File: src/rtl/prog_loader.sv
// Program loader for the TD4 16x8 program memory: accepts opcode/immediate nibble pairs
// from a valid/ready stream, writes them at auto-incrementing addresses, then runs the CPU.
module prog_loader #(
    parameter int unsigned WORDS  = 16,
    parameter int unsigned ADDR_W = 4
) (
    input  logic              clk,
    input  logic              rst,
    input  logic              load_req,
    input  logic              run_req,
    input  logic              nib_valid,
    input  logic [3:0]        nib_data,
    input  logic              nib_last,
    output logic              nib_ready,
    input  logic [ADDR_W-1:0] cpu_pc,
    output logic              cpu_run,
    output logic [ADDR_W-1:0] mem_address,
    output logic [3:0]        mem_opcode,
    output logic [3:0]        mem_immediate,
    output logic              mem_write,
    output logic              busy,
    output logic              done,
    output logic [ADDR_W:0]   word_count
);

    typedef enum logic [2:0] {
        S_IDLE,
        S_LO,
        S_HI,
        S_WRITE,
        S_FINISH,
        S_RUN
    } state_t;

    localparam logic [ADDR_W-1:0] LAST_ADDR = ADDR_W'(WORDS - 1);

    state_t            state, state_nxt;
    logic [ADDR_W-1:0] load_addr;
    logic              last_flag;
    logic              session_end;

    // The address stops at the last word instead of wrapping, which also ends the session.
    assign session_end = last_flag || (load_addr == LAST_ADDR);

    always_comb begin
        state_nxt   = state;
        nib_ready   = 1'b0;
        cpu_run     = 1'b0;
        mem_write   = 1'b0;
        busy        = 1'b0;
        done        = 1'b0;
        mem_address = load_addr;
        case (state)
            S_IDLE: begin
                mem_address = cpu_pc;
                if (load_req)
                    state_nxt = S_LO;
                else if (run_req)
                    state_nxt = S_RUN;
            end
            S_LO: begin
                nib_ready = 1'b1;
                busy      = 1'b1;
                if (nib_valid)
                    state_nxt = S_HI;
            end
            S_HI: begin
                nib_ready = 1'b1;
                busy      = 1'b1;
                if (nib_valid)
                    state_nxt = S_WRITE;
            end
            S_WRITE: begin
                mem_write = 1'b1;
                busy      = 1'b1;
                state_nxt = session_end ? S_FINISH : S_LO;
            end
            S_FINISH: begin
                busy      = 1'b1;
                done      = 1'b1;
                state_nxt = S_RUN;
            end
            S_RUN: begin
                mem_address = cpu_pc;
                cpu_run     = 1'b1;
                if (load_req)
                    state_nxt = S_LO;
            end
            default: state_nxt = S_IDLE;
        endcase
    end

    always_ff @(posedge clk) begin
        if (rst) begin
            state         <= S_IDLE;
            load_addr     <= '0;
            last_flag     <= 1'b0;
            word_count    <= '0;
            mem_opcode    <= '0;
            mem_immediate <= '0;
        end else begin
            state <= state_nxt;
            case (state)
                S_IDLE, S_RUN: begin
                    if (state_nxt == S_LO) begin
                        load_addr  <= '0;
                        word_count <= '0;
                        last_flag  <= 1'b0;
                    end
                end
                S_LO: begin
                    if (nib_valid)
                        mem_opcode <= nib_data;
                end
                S_HI: begin
                    if (nib_valid) begin
                        mem_immediate <= nib_data;
                        last_flag     <= nib_last;
                    end
                end
                S_WRITE: begin
                    word_count <= word_count + (ADDR_W + 1)'(1);
                    if (!session_end)
                        load_addr <= load_addr + ADDR_W'(1);
                end
                default: ;
            endcase
        end
    end

endmodule

File: config.mk
export PLATFORM = sky130hd
export DESIGN_NAME = prog_loader
export DESIGN_NICKNAME = d
export VERILOG_FILES = /design/src/rtl/prog_loader.sv
export SDC_FILE = /design/constraint.sdc
export NUM_CORES = 1
export LEC_CHECK = 0
export BUFFER_PORTS_ARGS = -buffer_cell sky130_fd_sc_hd__buf_2
export CAP_MARGIN = 20
export CORE_UTILIZATION = 49
export CTS_CLUSTER_SIZE = 24
export DETAILED_ROUTE_END_ITERATION = 6
export GPL_ROUTABILITY_DRIVEN = 0
export PLACE_DENSITY = 0.84
export SLEW_MARGIN = 25
export SYNTH_ARGS = -nofsm -noshare
export SYNTH_HDL_FRONTEND = slang
export SYNTH_SLANG_ARGS = --single-unit
export TNS_END_PERCENT = 30
File: constraint.sdc
create_clock -name clk -period 1.95 [get_ports clk]
set_clock_uncertainty 0.2 [all_clocks]
set_input_delay 0.39 -clock clk [delete_from_list [all_inputs] [get_ports clk]]
set_output_delay 0.39 -clock clk [all_outputs]
set_load 0.05 [all_outputs]
==> results of run 1 <==
[registers in the layout (all words and copies together) (netlist names)]
| name | flops |
|---|---|
| state | 3 |
| mem_opcode | 4 |
| load_addr | 4 |
| word_count | 5 |
| mem_immediate | 4 |
| last_flag | 1 |
[stage by stage]
stage | total power [W] | std cells | hold WS (ns)
floorplan | 0.000753 | 120 | 0.277
global placement | 0.000808 | 181 | 0.270
detailed placement | 0.000816 | 181 | 0.281
CTS | 0.00104 | 186 | 0.140
global route | 0.00109 | 186 | 0.139
finish | 0.00104 | 186 | 0.146
[report_power, final]
group	switching, W	internal, W
clock	0.000121	0.0000795
sequential	0.0000133	0.000444
combinational	0.000229	0.000156
[final timing paths]
check | from | end | slack, ns | depth (start not counted)
worst max-delay path | state[0] | mem_address[0] | -0.14 | 4
worst min-delay path | nib_data[0] | mem_opcode[0] | 0.15 | 3
worst max register to register | state[0] | last_flag | 0.28 | 5
worst min register to register | mem_opcode[0] | mem_opcode[0] | 0.30 | 2
[metal layers]
layer  part of all wire  up-vias  wire (um)
li1                   -      502          -
met1               0.45      485       1050
met2               0.49       40       1150
met3              0.052        3        122
met4             0.0060        0         14
met5                  0        -          0
[kinds of logic after synthesis]
family / share of synthesized area
and+or+nand+nor: 0.241
AOI/OAI and AO/OA: 0.135
DFF: 0.373
buffers and inverters: 0.0554
adders and majority gates: 0.0222
muxes: 0.142
xor gates and xnor gates: 0.0322
[critical path: stages, from the launching register on]
cell     delay, ns
dfxtp_2       0.36
xnor2_4       0.17
and2b_4       0.21
mux2_4        0.31
buf_8         0.15
[Yosys cell counts (2+ instances only)]
master	instances
nor2_1	19
nand2_1	4
nand2b_1	4
mux2_4	4
buf_6	3
inv_1	2
mux2i_1	10
o32ai_1	2
a21oi_1	11
a21oi_2	2
o21ai_0	4
and3_1	2
a211oi_1	2
dfxtp_1	21
nor3_1	6
ha_1	2
nand3_1	3
[final cells by class]
class / count / share of cell area
Timing Repair Buffer: 40 / 0.183
Tap cell: 28 / 0.0249
Inverter: 3 / 0.00977
Multi-Input combinational cell: 90 / 0.462
Sequential cell: 21 / 0.302
Clock buffer: 4 / 0.0187
[what timing repair did]
action                     in CTS  in global routing
resized for setup              15                  5
gates cloned                    0                  0
hold buffers                    0                  0
pin swaps                       1                  1
buffers inserted                1                  0
setup endpoints to repair       9                  9
==> summary by stage, run 1 <==
Clocking
At the later pin of the worst-skew pair, clock insertion delay measures 0.29 ns. The H-tree depth is 1. The maximum clock insertion buffer count is 2. TritonCTS created 3 clock buffers.

The number of sinks handled by clock tree synthesis is 21. The clock edge transition at the registers on the reported setup and hold paths is roughly 0.11 ns. TritonCTS built the clock tree. The root buffer cell is clkbuf_4.

Worst setup path
Data arrives at the worst endpoint at 1.50 ns. The startpoint type of the worst setup path is a flop. The highest net fanout along the worst path is 4.

The nature of the critical path endpoint is a primary output. The worst setup path is of the flop to primary output kind. The critical path required time is 1.36 ns.

Synthesis
Counting flops with a built-in enable in the synthesized netlist gives 0. Synthesis produced a netlist with a net count of 136. The share of synthesized area in the top cell type comes to 0.373. The cell type with the highest aggregate area in the netlist is dfxtp_1. The sequential area share after synthesis is 0.373. Counting flops with an async set or reset pin after synthesis yields a share of 0. Yosys attributes the largest share of cell area to dfxtp_1 37%, mux2i_1 8.9%, nor2_1 6.3%. The number of library cell types mapped by synthesis is 36. The number of register bits inferred by synthesis is 21.

A synthesized cell averages 9.40 um2. The number of standard cells after synthesis is 120. The Yosys step of the flow raised 0 warnings.

The cell area after synthesis is approximately 1100 um2. The most used flip-flop cell after synthesis is dfxtp_1.

Finish
After routing the design area is ~1400 um2. The area used by multi-input combinational logic is approximately 650 um2. Summing all flip-flop and latch instances after layout gives 425 um2. Relative to the synthesized area, the layout overhead comes to 24.8%.

The number of fill cells is around 200. In the layout the commonest cells are 26 x buf_2, 19 x nor2_1, 19 x dfxtp_1. The number of inserted diodes is 0. At the end of the flow the core is filled with cells to 0.643. The net count reported at finish is 175.

The library cell used most frequently in the layout, excluding fill and tap cells, is buf_2. In the final layout, the share of cells above drive strength 1 is 0.373.

GRT
For this run, the total global-route usage over all layers was measured as 0.199. The via count of the first global-routing pass was 938. The overflow left after global routing is 0.

The wire length of the first global-routing pass is 3910 um. For this run, global-route usage on met3 was measured as 0.0340. The initial antenna violation count is 0. For met1 alone, demand over resource in global routing was 0.239. The met2 usage in global routing is 0.356. Entering global routing, the biggest net connects 25 pins. The layer with the highest usage after global routing is met2.

Min path
The worst hold path belongs to the class input port to flop.

Run status
The flow ran to the end, but the final reports show violations. The checks that failed: negative setup slack.

Placement
Before CTS, the worst setup slack after placement is 0.0434 ns. The estimated wirelength of the detail-placed design is 1730 um. The placed cell area is approximately 1300 um2. The count of input and output buffers is 35.

Floorplan
After floorplanning, the core was sized to cover 2190 um2. The floorplan step defined a die boundary enclosing 2500 um2. For this configuration, the core starts out at a cell density of 0.515. The die is 50.0 um tall.

In this run the count of I/O pins placed on the die edge is 36. The floorplan has 17 rows. The floorplan step set the die width to 50.0 um.

Routing
The first routing iteration left 33 violations. The DRC violations left is 0. Dividing the detail-routed via count by the number of cells gives 5.54. The routed layout has 1030 vias. The pre-antenna-repair detailed-routing pass consisted of 4 iterations. The antenna violation net count after detailed routing is 0. The total length of routed wires is 2330 um.

In the final routed layout, each cell accounts on average for 12.5 um.

Power
The static leakage is 0.649 nW. The cell area power density is 741 nW/um2. Across the VDD grid, the largest voltage drop is 0.000480 V.

STA
The total negative setup slack is -0.572 ns. In the finished design, the share of the clock period the worst path needs comes to 1.07. The fmax is 0.479 GHz.

The final hold violation count was 0. For the finished layout, the period the worst path requires is 2.09 ns. The total of endpoints with negative setup slack in the final report is 5. The count of final max-slew check failures is 0. For the pin with the worst max-slew slack, the measured transition is 0.403 ns. The worst pin sits at a relative slew slack of 0.732.

Setup repair after global routing could not meet its margin everywhere. The setup slack after layout is -0.138 ns.

Flow run
The number of maximum-capacitance constraint violations is 0.
Note: power is estimated with default switching activity, not from simulation.
==> inputs of run 2 (changes only) <==
==> constraint.sdc (replaced) <==
create_clock -name clk -period 2 [get_ports clk]
set_clock_uncertainty 0.2 [all_clocks]
set_input_delay 0.4 -clock clk [delete_from_list [all_inputs] [get_ports clk]]
set_output_delay 0.4 -clock clk [all_outputs]
set_load 0.05 [all_outputs]
==> run 2 against run 1 <==
  * The flow still finishes with violations (negative setup slack)
  * Design area about the same
  * Count of clock-buffer cells in the layout shrank 1
  * First-iteration DRC count is 58% lower
  * Worst hold slack gained 0.0052 ns
  * Sequential cell count stayed put
  * Clock power about the same
  * Global-route usage fell by 0.86 points
  * Register-to-register slack improved by 0.05 ns
  * Critical path depth unchanged
  * Total power decreased by 2.2%
  * Largest power group unchanged
  * Combinational power is 3% lower
  * Final cell count did not move
==> summary by stage, run 2 (synthesized netlist as in run 1, its figures left out) <==
Power
The share of total power dissipated in the clock network is 0.194. The sequential share of power is 0.438. The combinational cell fraction of total power is 0.368. The switching share of total power is 0.355.

IR analysis of the VDD net gives a maximum drop of just under 0.0007 V. Power spread over the standard cell area amounts to 725 nW/um2. The internal power is approximately 0.00066 W. For this design the static power due to leakage is approximately 0.65 nW. In this run the power spent charging and discharging nets is between 0.0003 and 0.0004 W.

Finish
The fraction of layout cells with a size suffix above 1 is 0.380. The most common cell after layout, fill and taps aside is buf_2. The utilization after layout is 0.642. The register with the highest flop count is word_count. In the layout the commonest cells are 27 x buf_2, 19 x nor2_1, 19 x dfxtp_1.

For this run, the number of standard cells in the final layout without fillers is 186. After filler insertion, the fill cell instance count of the layout stands at around 200. The register with the most flip-flops in the layout has 5 of them. Compared with the post-synthesis result, the final layout area differs by 24.7%. The net count reported at finish is about 180. The number of inserted diodes is 0.

Floorplan
The floorplan die width is 50.0 um. The initial utilization of the core area, before any placement, comes to 0.515. The total area inside the core boundary comes to 2190 um2.

The floorplan has 17 rows. The area of the die is around 2500 um2. The die boundary height is 50.0 um. During I/O placement, the number of pins put on the boundary was 36.

Placement
During placement, the flow inserted port buffers numbering 35. Once detailed placement completed, the half-perimeter wirelength came to 1730 um. In this run, placement finished with an instance count of roughly 180.

GRT
The via count of the first global-routing pass was 913. The total overflow left after global routing is 0. Entering global routing, the biggest net connects 25 pins. The initial antenna violation count is 0. The wire length of the first global-routing pass is 3790 um. The global-route usage over all layers is 0.191.

STA
The headroom to the max-slew limit is 0.725. Based on the critical path, the design can be clocked at up to 0.474 GHz. The count of final max-slew check failures is 0. The setup slack after layout is -0.110 ns. The total of endpoints with negative setup slack in the final report is 5. Setup repair after global routing could not meet its margin everywhere. The time the worst path needs with I/O delays and setup is around 2.1 ns. The final hold violation count is 0.

The slew at the pin closest to its max-slew limit is 0.412 ns. In the finished design, the share of the clock period the worst path needs comes to 1.05.

Routing
The final route contains 981 vias. The final layout contains routed wiring with a total length of 2400 um. The number of detailed-route iterations in the first pass is 4. In the final routed layout, each cell accounts on average for 12.9 um.

The number of design-rule violations left by the first detailed-router iteration is 14. The antenna violation net count after detailed routing is 0. The DRC violations left is 0. After detailed routing, the number of vias per cell comes to 5.27.

Flow run
The number of maximum-capacitance constraint violations is 0.

Clocking
The tree is rooted in a clkbuf_4. The total of hold buffers inserted after clock tree synthesis is 0. The clock edge transition at the registers on the reported setup and hold paths is 0.11 ns. The clock latency of the later-clocked register in the worst-skew pair is 0.29 ns.

TritonCTS built the clock tree. The number of sinks handled by clock tree synthesis is 21. The number of buffers created by CTS is 3. CTS built an H-tree with a depth of 1. The longest clock path from root to sink contains 2 buffers.

Min path
The tightest min-delay check is of the input port to flop type.

Worst setup path
Of all nets on the critical path, the largest fanout is 4. Walking the worst path, the cells encountered are xnor2_4 -> and2b_4 -> mux2_4 -> buf_8. The arrival time at the worst endpoint is roughly 1.5 ns. Across all register-to-register paths, the minimum setup slack is around 0.33 ns. STA classifies the critical path startpoint as a flop. STA classifies the critical path endpoint as a primary output. The category of the most critical setup path is flop to primary output. For this run, the slowest stage of the critical path takes 0.37 ns.

The largest individual stage delay along the critical path comes from the cell dfxtp_2. The critical path required time is 1.40 ns.

Run status
The flow ran to the end, but the final reports show violations. The final reports fail on negative setup slack.
## run 2: path summary, 6_finish.rpt
kind                     to  cells after the start          start
max reg2reg    load_addr[2]                      5   load_addr[0]
min           mem_opcode[0]                      3    nib_data[0]
max          mem_address[1]                      4       state[0]
min reg2reg   mem_opcode[0]                      2  mem_opcode[0]
## run 2: repair_timing
action	in CTS	in global routing
gates resized for setup	13	6
cloned	0	0
pin swaps	1	1
setup endpoints to repair	8	8
setup buffers	1	0
## run 2: power groups by stage
stage,Combinational (W),Clock (W),Sequential [W]
after detailed placement,0.000340,0,0.000455
after global placement,0.000334,0,0.000454
after floorplan,0.000260,0,0.000474
final,0.000376,0.000198,0.000447
after global routing,0.000395,0.000214,0.000449
after CTS,0.000368,0.000201,0.000446
## run 2: layout make-up
| class | instances | area (um2) | share of cell area |
|---|---|---|---|
| clock buffer | 3 | 22.5 | 0.0160 |
| clock inverter | 1 | 5.00 | 0.00356 |
| inverter | 3 | 13.8 | 0.00978 |
| multi-input combinational | 90 | 651 | 0.462 |
| sequential | 21 | 425 | 0.302 |
| tap | 28 | 35.0 | 0.0249 |
| timing repair buffer | 40 | 255 | 0.181 |
## run 2: metrics by stage
| stage | hold WS, ns | TNS [ns] | setup WS (ns) | area, um2 | power [W] |
|---|---|---|---|---|---|
| final | 0.151 | -0.418 | -0.110 | 1410 | 0.00102 |
| after global routing | 0.157 | -0.640 | -0.152 | 1410 | 0.00106 |
| after CTS | 0.153 | -0.426 | -0.110 | 1390 | 0.00102 |
| after detailed placement | 0.285 | 0 | 0.0911 | 1320 | 0.000795 |
| after global placement | 0.270 | 0 | 0.116 | 1320 | 0.000788 |
| after floorplan | 0.277 | -0.157 | -0.0796 | 1130 | 0.000735 |
## run 2: worst max-delay path: cells and delay by family (launching register included)
family        cells  cell delay [ns]
flops             1             0.37
buf+inv           1             0.15
xor+xnor          1             0.17
mux               1             0.31
simple gates      1             0.21
## run 2: metal layers
layer	part of all wire	vias up	track usage	wire length (um)
li1	-	499	-	-
met4	0.0050	0	0.0476	12
met3	0.035	2	0.0247	85
met5	0	-	0	0
met1	0.46	453	0.234	1100
met2	0.50	27	0.344	1200
==> inputs of run 3 (changes only) <==
--- a/config.mk
+++ b/config.mk
@@ -7,11 +7,11 @@
 export LEC_CHECK = 0
 export BUFFER_PORTS_ARGS = -buffer_cell sky130_fd_sc_hd__buf_2
 export CAP_MARGIN = 20
-export CORE_UTILIZATION = 49
+export CORE_UTILIZATION = 35
 export CTS_CLUSTER_SIZE = 24
 export DETAILED_ROUTE_END_ITERATION = 6
 export GPL_ROUTABILITY_DRIVEN = 0
-export PLACE_DENSITY = 0.84
+export PLACE_DENSITY = 0.66
 export SLEW_MARGIN = 25
 export SYNTH_ARGS = -nofsm -noshare
 export SYNTH_HDL_FRONTEND = slang
==> run 3 against run 2 <==
  * The run still ends with negative setup slack left
  * Global-route usage fell by 4.9 points
  * Utilization fell by 17 points
  * Final cell count rose by 8.6%
  * Fmax rose by 0.81%
  * Sequential share of layout area fell by 0.44 points
  * Worst setup slack improved by 0.017 ns
  * Clock power barely moved
  * Non-clock buffer count did not move
  * Largest cell class unchanged
  * Highest routed layer unchanged
==> summary by stage, run 3 (synthesized netlist as in run 1, its figures left out) <==
Floorplan
The die is ~59 um wide. The floorplan step defined a core boundary enclosing 3050 um2. The starting density of the core is 0.370. The floorplan has 20 rows. The die boundary height is roughly 59 um. The die covers 3460 um2. During I/O placement, the number of pins put on the boundary was 36.

GRT
The via count of the first global-routing pass is 930. The initial antenna violation count is 0. The first global-routing pass estimated roughly 3900 um of wire.

The global-route usage over all layers is 0.142. The largest net degree at the start of global routing is 25. After global routing the overflow that remains totals 0.

Run status
The final reports fail on negative setup slack. The run finished, with violations left.

Worst setup path
The cell at the slowest stage of the critical path is dfxtp_2. In this design, the stage delay of the slowest critical-path cell is 0.36 ns. Data on the critical path is required at its endpoint by 1.40 ns. STA classifies the critical path endpoint as a primary output.

Together, buffers and inverters on the worst path number 1. The worst reg-to-reg path cell count is 5. The category of the most critical setup path is flop to primary output.

The critical path goes through xnor2_4 -> and2b_4 -> mux2_4 -> buf_8. The cell family contributing the most delay on the critical path is flip-flops. The highest net fanout along the worst path is 4.

At the worst endpoint, the arrival time is 1.49 ns. The startpoint type of the worst setup path is a flop. The critical path crosses 4 cells after its start point.

Routing
The number of detailed-route iterations in the first pass is 3. Across all layers, the routed design uses 969 vias. The number of design-rule violations left by the first detailed-router iteration is 17. The number of vias per cell is 4.80. In the final routed layout, each cell accounts on average for 11.4 um. Wires add up to about 2300 um. The detail route stage leaves a number of antenna-violating nets equal to 0.

In the routed design, unresolved DRC markers number 0.

STA
Setup slack on the critical path of the routed design comes to -0.0926 ns. The worst-case hold slack is 0.154 ns. Of the available clock period, the critical path in the final layout requires 1.05. The worst pin sits at a relative slew slack of 0.725. The final hold violation count is 0. Counting I/O delays and the setup requirement, the final critical path takes 2.09 ns. The count of final max-slew check failures came to 0. Based on the critical path, the design can be clocked at up to 0.478 GHz. Setup violations remaining at the end of the flow were counted as 4.

Setup repair after global routing could not meet its margin everywhere. At the pin with the least slew margin, the transition time is 0.411 ns.

Clocking
The tree is rooted in a clkbuf_4. The number of buffers created by CTS is 3. The H-tree depth is 1. The total of hold buffers inserted after clock tree synthesis is 0. The maximum clock insertion buffer count is 2. The TritonCTS clock tree is yes. Clock latency on the worst-skew pair, taken at its later pin, is 0.30 ns.

The clock edge transition at the registers on the reported setup and hold paths is 0.10 ns. Clock tree synthesis found a total of 21 sinks.

Finish
The fraction of layout cells with a size suffix above 1 is 0.386. The register with the most flip-flops in the layout has 5 of them. The growth of design area from synthesis to finish is 26.9%. In the layout the commonest cells are 28 x buf_2, 19 x nor2_1, 18 x dfxtp_1. The utilization after layout is 0.469. The register with the highest flop count is word_count. The library cell used most frequently in the layout, excluding fill and tap cells, is buf_2. For this run, the number of standard cells in the final layout without fillers is 202. 0 antenna diodes ended up in the layout. The net count reported at finish is approximately 180.

Power
The static leakage is 0.652 nW. VDD sags by at most 0.000273 V. Power spread over the standard cell area amounts to 714 nW/um2.

Min path
In this run the worst hold path is classified as input port to flop. Along the worst hold path, the cell count comes to 3.

Flow run
The number of maximum-capacitance constraint violations is 0.

Placement
The instance count after placement with tap cells included is just under 200. Prior to clock tree synthesis, the placed netlist has a worst setup slack of 0.0847 ns. The estimated wirelength of the detail-placed design is 1750 um. In this run the tool buffered the top-level ports with 35 buffer cells.
==> run 3: metal layers <==
layer,part of all wire,global-route usage,wire length [um],up-vias
li1,-,-,-,501
met1,0.47,0.184,1080,442
met2,0.48,0.245,1110,22
met3,0.035,0.00659,81,4
met4,0.016,0.0612,36,0
met5,0,0,0,-
==> run 3: path summary, 6_finish.rpt <==
kind | slack [ns] | to | from
min | 0.15 | mem_immediate[3] | nib_data[3]
max | -0.09 | mem_address[1] | state[0]
min reg2reg | 0.30 | mem_immediate[2] | mem_immediate[2]
max reg2reg | 0.29 | load_addr[2] | load_addr[0]
==> run 3: worst register-to-register path: stages (launching register included) <==
cell     delay (ns)
dfxtp_1        0.38
ha_1           0.24
a31oi_1        0.37
nand2_1        0.16
nand2_1        0.14
o32ai_1        0.11
==> run 3: per-stage QoR <==
| stage | total power (W) | TNS [ns] | instance area, um2 |
|---|---|---|---|
| finish | 0.00102 | -0.348 | 1430 |
| global route | 0.00107 | -0.645 | 1430 |
| CTS | 0.00103 | -0.477 | 1420 |
| detailed placement | 0.000796 | 0 | 1340 |
| global placement | 0.000791 | 0 | 1340 |
| floorplan | 0.000735 | -0.157 | 1130 |
==> run 3: timing repair <==
| item | 4_1_cts | 5_1_grt |
|---|---|---|
| pin swaps | 2 | 1 |
| setup endpoints to repair | 9 | 7 |
| setup buffers | 1 | 0 |
| endpoints found under the hold margin | 0 | 0 |
| resized for setup | 16 | 4 |
==> run 3: cell type report <==
| cell class | count | area, um2 |
|---|---|---|
| Multi-Input combinational cell | 90 | 654 |
| Clock buffer | 4 | 26.3 |
| Tap cell | 44 | 55.1 |
| Sequential cell | 21 | 427 |
| Timing Repair Buffer | 40 | 256 |
| Inverter | 3 | 13.8 |
| Fill cell | 321 | 1620 |
==> run 3: power by group <==
part           total (W)  internal, W  switching (W)
sequential      0.000447     0.000433      0.0000142
clock           0.000199    0.0000775       0.000121
combinational   0.000377     0.000154       0.000223
